===== config.mk =====
export PLATFORM = sky130hd
export DESIGN_NAME = wb_register_file
export DESIGN_NICKNAME = d
export VERILOG_FILES = /design/src/rtl/wb_register_file.sv
export SDC_FILE = /design/constraint.sdc
export NUM_CORES = 2
export LEC_CHECK = 0
export CELL_PAD_IN_SITES_DETAIL_PLACEMENT = 1
export CELL_PAD_IN_SITES_GLOBAL_PLACEMENT = 1
export CORE_MARGIN = 2
export CORE_UTILIZATION = 48
export CTS_BUF_LIST = sky130_fd_sc_hd__clkbuf_2
export CTS_CLUSTER_DIAMETER = 120
export DETAILED_ROUTE_END_ITERATION = 8
export GPL_TIMING_DRIVEN = 0
export PLACE_DENSITY_LB_ADDON = 0.3
export SYNTH_ARGS = -nofsm -noshare
export SYNTH_HDL_FRONTEND = slang
export SYNTH_SLANG_ARGS = --single-unit

===== constraint.sdc =====
create_clock -name clk -period 2.93 [get_ports clk]
set_input_delay 0.586 -clock clk [delete_from_list [all_inputs] [get_ports clk]]
set_output_delay 0.586 -clock clk [all_outputs]
set_load 0.005 [all_outputs]

===== src/rtl/wb_register_file.sv =====
`default_nettype none
// ============================================================================
// Module   : wb_register_file
// Function : Writeback select, 32-entry GPR file with two async read ports,
//            forwarding tap and retired-write counter.
//            Optional same-cycle write-before-read bypass: define WB_BYPASS_EN.
// Revision : 1.0 - initial release
// ============================================================================
module wb_register_file #(
    parameter int DATA_WIDTH = 32,
    parameter int ADDR_WIDTH = 5
) (
    input  logic                  clk,
    input  logic                  rst,
    input  logic [DATA_WIDTH-1:0] mem_read_data_buffered,
    input  logic [DATA_WIDTH-1:0] alu_result_buffered,
    input  logic [ADDR_WIDTH-1:0] write_reg_addr_buffered,
    input  logic                  reg_write_buffered,
    input  logic                  mem_reg_buffered,
    input  logic [ADDR_WIDTH-1:0] read_addr_a,
    input  logic [ADDR_WIDTH-1:0] read_addr_b,
    output logic [DATA_WIDTH-1:0] read_data_a,
    output logic [DATA_WIDTH-1:0] read_data_b,
    output logic [DATA_WIDTH-1:0] wb_data,
    output logic                  wb_valid,
    output logic [31:0]           retired_writes
);

    localparam int                  c_DEPTH = 2 ** ADDR_WIDTH;
    localparam logic [ADDR_WIDTH-1:0] c_ZERO_ADDR = '0;

    logic [DATA_WIDTH-1:0] r_regs [c_DEPTH];
    logic [31:0]           r_retired_writes;
    logic [DATA_WIDTH-1:0] w_wb_data;
    logic                  w_commit;
    logic [DATA_WIDTH-1:0] w_stored_a;
    logic [DATA_WIDTH-1:0] w_stored_b;

    assign w_wb_data = mem_reg_buffered ? mem_read_data_buffered : alu_result_buffered;
    assign w_commit  = reg_write_buffered && (write_reg_addr_buffered != c_ZERO_ADDR) && !rst;

    // Entry 0 is only ever written by reset, so it stays zero.
    always_ff @(posedge clk) begin
        if (rst) begin
            for (int i = 0; i < c_DEPTH; i++) begin
                r_regs[i] <= '0;
            end
            r_retired_writes <= '0;
        end else if (w_commit) begin
            r_regs[write_reg_addr_buffered] <= w_wb_data;
            r_retired_writes                <= r_retired_writes + 32'd1;
        end
    end

    assign w_stored_a = (read_addr_a == c_ZERO_ADDR) ? '0 : r_regs[read_addr_a];
    assign w_stored_b = (read_addr_b == c_ZERO_ADDR) ? '0 : r_regs[read_addr_b];

`ifdef WB_BYPASS_EN
    // w_commit already excludes address 0, so r0 is never bypassed.
    assign read_data_a = (w_commit && read_addr_a == write_reg_addr_buffered) ? w_wb_data : w_stored_a;
    assign read_data_b = (w_commit && read_addr_b == write_reg_addr_buffered) ? w_wb_data : w_stored_b;
`else
    assign read_data_a = w_stored_a;
    assign read_data_b = w_stored_b;
`endif

    assign wb_data        = w_wb_data;
    assign wb_valid       = w_commit;
    assign retired_writes = r_retired_writes;

endmodule
`default_nettype wire


=== After elaboration in Yosys (flattened, before gate mapping) ===
Memories as Yosys holds them, arrays and structs flattened.
Index checks and enable logic that the tools add are counted.

* Register bits after elaboration: 32
* Bits in latches: 0
* Memory bits (writable): 1024
* Memory bits (read-only): 0
* Input bits: 83
* Output and inout bits: 129
* Word-level logic and storage cells: 21
* Memories: 1

* $add $sub $neg: 1
* $mul: 0
* Div/mod/pow operators: 0
* Magnitude comparators: 0
* Equal/unequal tests: 0
* Shift operators: 0
* Mux-type cells: 11
* Bitwise logic cells: 0
* Reduce and logical (&&, ||, !) cells: 7

{| class="wikitable"
|+ Memories
! memory !! words !! bits a word !! rd ports !! clocked after memory_dff !! write ports !! RTL line !! source
|-
| r_regs || 32 || 32 || 2 || 0 || 32 || 32 || <nowiki>logic [DATA_WIDTH-1:0] r_regs [c_DEPTH];</nowiki>
|}

{| class="wikitable"
|+ Operators by type and width
! operator !! number
|-
| $mux W32 || 4
|-
| $add A32 B1 Y32 const B || 1
|-
| $reduce_or A32 Y1 || 1
|-
| $logic_not A5 Y1 || 2
|-
| $mux W1 || 6
|-
| $mux W5 || 1
|-
| $reduce_bool A5 Y1 || 1
|-
| $logic_and A1 B1 Y1 || 2
|-
| $logic_not A1 Y1 || 1
|}

=== Longest topological paths before layout ===
* Depth in word-level cells: 8
* Mapped depth: 7
* Mapped depth without buffers: 5

=== Worst setup path before layout ===
No wires, ideal clock.

* Path type: input -> register
* Start: in write_reg_addr_buffered[1]
* End: mem r_regs[24][0], enable pin
* Library setup time: 0.389 ns
* Arrival time: 2.378 ns
* Required time: 2.541 ns
* Setup slack: 0.162 ns
* Cell stages on the path: 6
* Path buffers: 2
* Cells stage by stage: or2_2 buf_2 nor3b_2 nand3_1 clkbuf_1 nand2_1

{| class="wikitable"
|+ RTL lines
! what !! RTL line !! source
|-
| start: declaration || 17 || <nowiki>input logic [ADDR_WIDTH-1:0] write_reg_addr_buffered,</nowiki>
|-
| end: declaration || 32 ||
|}

==> metrics.cfg <==
[global_routing]
overflow=0
antenna_found_initial=14
track_usage_pct=41.9
grt_max_degree=33
grt_pass1_vias=45298
grt_pass1_wl_um=337000

[power]
netSwitchingFraction_pct=31.9
combPwrFrac_pct=18.3
p_sw_mw=11.3
cellLeakagePower_nw=23.6
power.density_nw_per_um2=538
power_mw=35.4
p_seq_share_pct=50.4
internal-power_mw=24.1
vdd_drop_max_mv=0.342
clkPwrFrac_pct=31.3

[drt]
drtAntennaViolNets=0
wl_um=248000
viasPerCell=7.11
drc=0
drt-wirelength-per-cell_um=39.5
first_pass_iters=8
drt-initial-drc-count=8009
vias=44601

[floorplanning]
rows=123
core-area_um2=112000
start_util_pct=48.4
fp.dieArea_um2=116000
die_width_um=341
ioPinCount=212
die_y_um=341

[yosys]
synth_warnings=0
synthArstFlopShare_pct=0
synth_area_per_cell_um2=14.0
synth-edff-count=1024
synth_top_cell_area_share_pct=56.5
synth.cell_area_um2=54500
ys_types=56
ys_seq_area_share_pct=57.6
yosys-top-cells-area=edfxtp_1 (56%), mux4_2 (18%), nor2_1 (6.9%), mux2i_1 (3.0%), clkbuf_1 (1.6%)
synthCells=3903
ys_seq_elements=1056
synth-main-ff-cell=edfxtp_1
yosys.area.top_type=edfxtp_1

[timing]
setup_viol=231
drv_slew=0
fin_crit_sh_pct=150
hold_slack_ps=-57.9
max_freq_mhz=228
fin_skew_ps=145
rsz0062_at_grt=true
relSlewSlack_pct=2.56
period_needed_ps=4390
tightest_slew_ps=1460
setup_slack_ps=-1460
hold_violations=15

[hold_path]
hold_depth=5
hold_path_class=input pin to flop

[placed_design]
placed_area_um2=59200
hpwl_um=164000
gp_congestion=1.01
portBuffers=200

[final_layout]
fill_cells=10918
final_cell_mix=edfxtp_1 (1,024), nor2_1 (1,004), clkbuf_2 (477)
seqCellArea_um2=31500
post-route-util_pct=58.4
syn_to_final_growth_pct=20.6
multi_input_area_um2=24000
final_nets=4663
layout_commonest_cell=edfxtp_1
final_area_um2=65700
drive_above_1_share_pct=38.3

[outcome]
outcome=complete, but fails checks
violations=negative hold slack, negative setup slack

[cts]
htree_levels=5
cts_root_buf=clkbuf_2
cts_tree=built
clkTransAtPathRegs_ps=120
clock_sinks=1056
clk_path_buf_depth=4
cts_made_buffers=301
clk_latency_ps=1760

[setup_path]
ff2ff_setup_slack_ps=720
r2r_cells=7
critPathLaunchType=flop
cp_max_fo=2
crit_arrival_ps=3800
path_class=flop to output port
worstSetupEndpointType=output port
cp.required_ps=2340

[flow_run]
maxCapViolations=0

critical path, stage by stage (launching register included):
cell,delay (ps)
edfxtp_1,400
mux4_2,490
a22oi_2,690
a311oi_2,320
buf_2,270
cell usage after synthesis (3+ instances only):
cell type,n
inv_1,40
nand3_2,6
and2_1,4
o2111ai_1,48
buf_4,50
nand4_1,5
edfxtp_1,1024
dfxtp_1,32
a221oi_1,17
o21ai_0,54
a22oi_1,64
and3_1,7
o41ai_1,7
nand3_1,15
a21oi_1,18
nor2b_1,73
a311oi_1,64
or4_1,5
buf_6,33
mux4_1,5
buf_1,3
o311ai_0,6
mux4_2,443
a211oi_1,64
buf_2,106
and4_1,5
nand2_1,154
o31ai_1,5
nor2_1,1007
or3_1,14
mux2i_1,161
clkbuf_1,227
mux2_2,65
o21ai_1,41
repair_timing:
action | 4_1_cts | 5_1_grt
gates resized for setup | 987 | 165
gates cloned | 0 | 1
hold buffers | 42 | 48
setup buffers | 40 | 19
endpoints found under the setup margin | 129 | 138
pin swaps | 129 | 51
endpoints found under the hold margin | 429 | 466
through the flow:
step                hold WS (ps)  instances   TNS, ps  worst slack [ps]
finish                     -57.9       6269   -109750             -1460
global route                6.49       6264    -94700             -1470
CTS                         1.75       6226    -86730             -1300
detailed placement           491       5665  -1386840             -2530
global placement             473       5634  -2378730             -2670
floorplan                    468       3934         0               162
routing by layer:
metal | GRT usage, % | up-vias | wire length (um)
met1 | 50.3 | 22388 | 79800
li1 | - | 16394 | -
met4 | 33.5 | 26 | 24400
met5 | 1.92 | - | 475
met3 | 15.9 | 1251 | 37300
met2 | 60.3 | 4542 | 106000
registers in the layout, summed over array words and instances (netlist names):
signal          count
r_regs           1024
retired_writes     32
power by group through the flow:
stage,Combinational (mW),Sequential (mW),Clock (mW)
floorplan,2.83,17.9,0
global placement,5.01,18.1,0
detailed placement,5.23,18.1,0
CTS,5.90,17.8,10.8
global route,6.45,17.9,11.6
finish,6.46,17.8,11.1
worst paths after layout:
kind / end / from
worst min-delay path: r_regs[30][31] / alu_result_buffered[31]
worst min register to register: retired_writes[28] / retired_writes[28]
worst max-delay path: read_data_b[17] / r_regs[22][17]
worst max register to register: retired_writes[18] / retired_writes[5]
cells by family after synthesis:
logic type                 count (synthesis)  synth area share, %
AOI/OAI and AO/OA                        393                 5.32
xor gates and xnor gates                   4               0.0643
adders and majority gates                  1               0.0230
buffers and inverters                    460                 4.22
DFF                                     1056                 57.6
muxes                                    675                 22.9
other                                      1              0.00689
and+or+nand+nor                         1313                 9.85
cell type report:
type / instances / area share [%]
clock inverter: 49 / 0.455
buffer: 415 / 3.71
sequential: 1056 / 47.9
clock buffer: 434 / 3.31
tap: 1500 / 2.86
inverter: 40 / 0.229
multi-input combinational: 2418 / 36.5
timing repair buffer: 347 / 5.02
antenna: 10 / 0.0381
(Power assumes the default switching activity.)
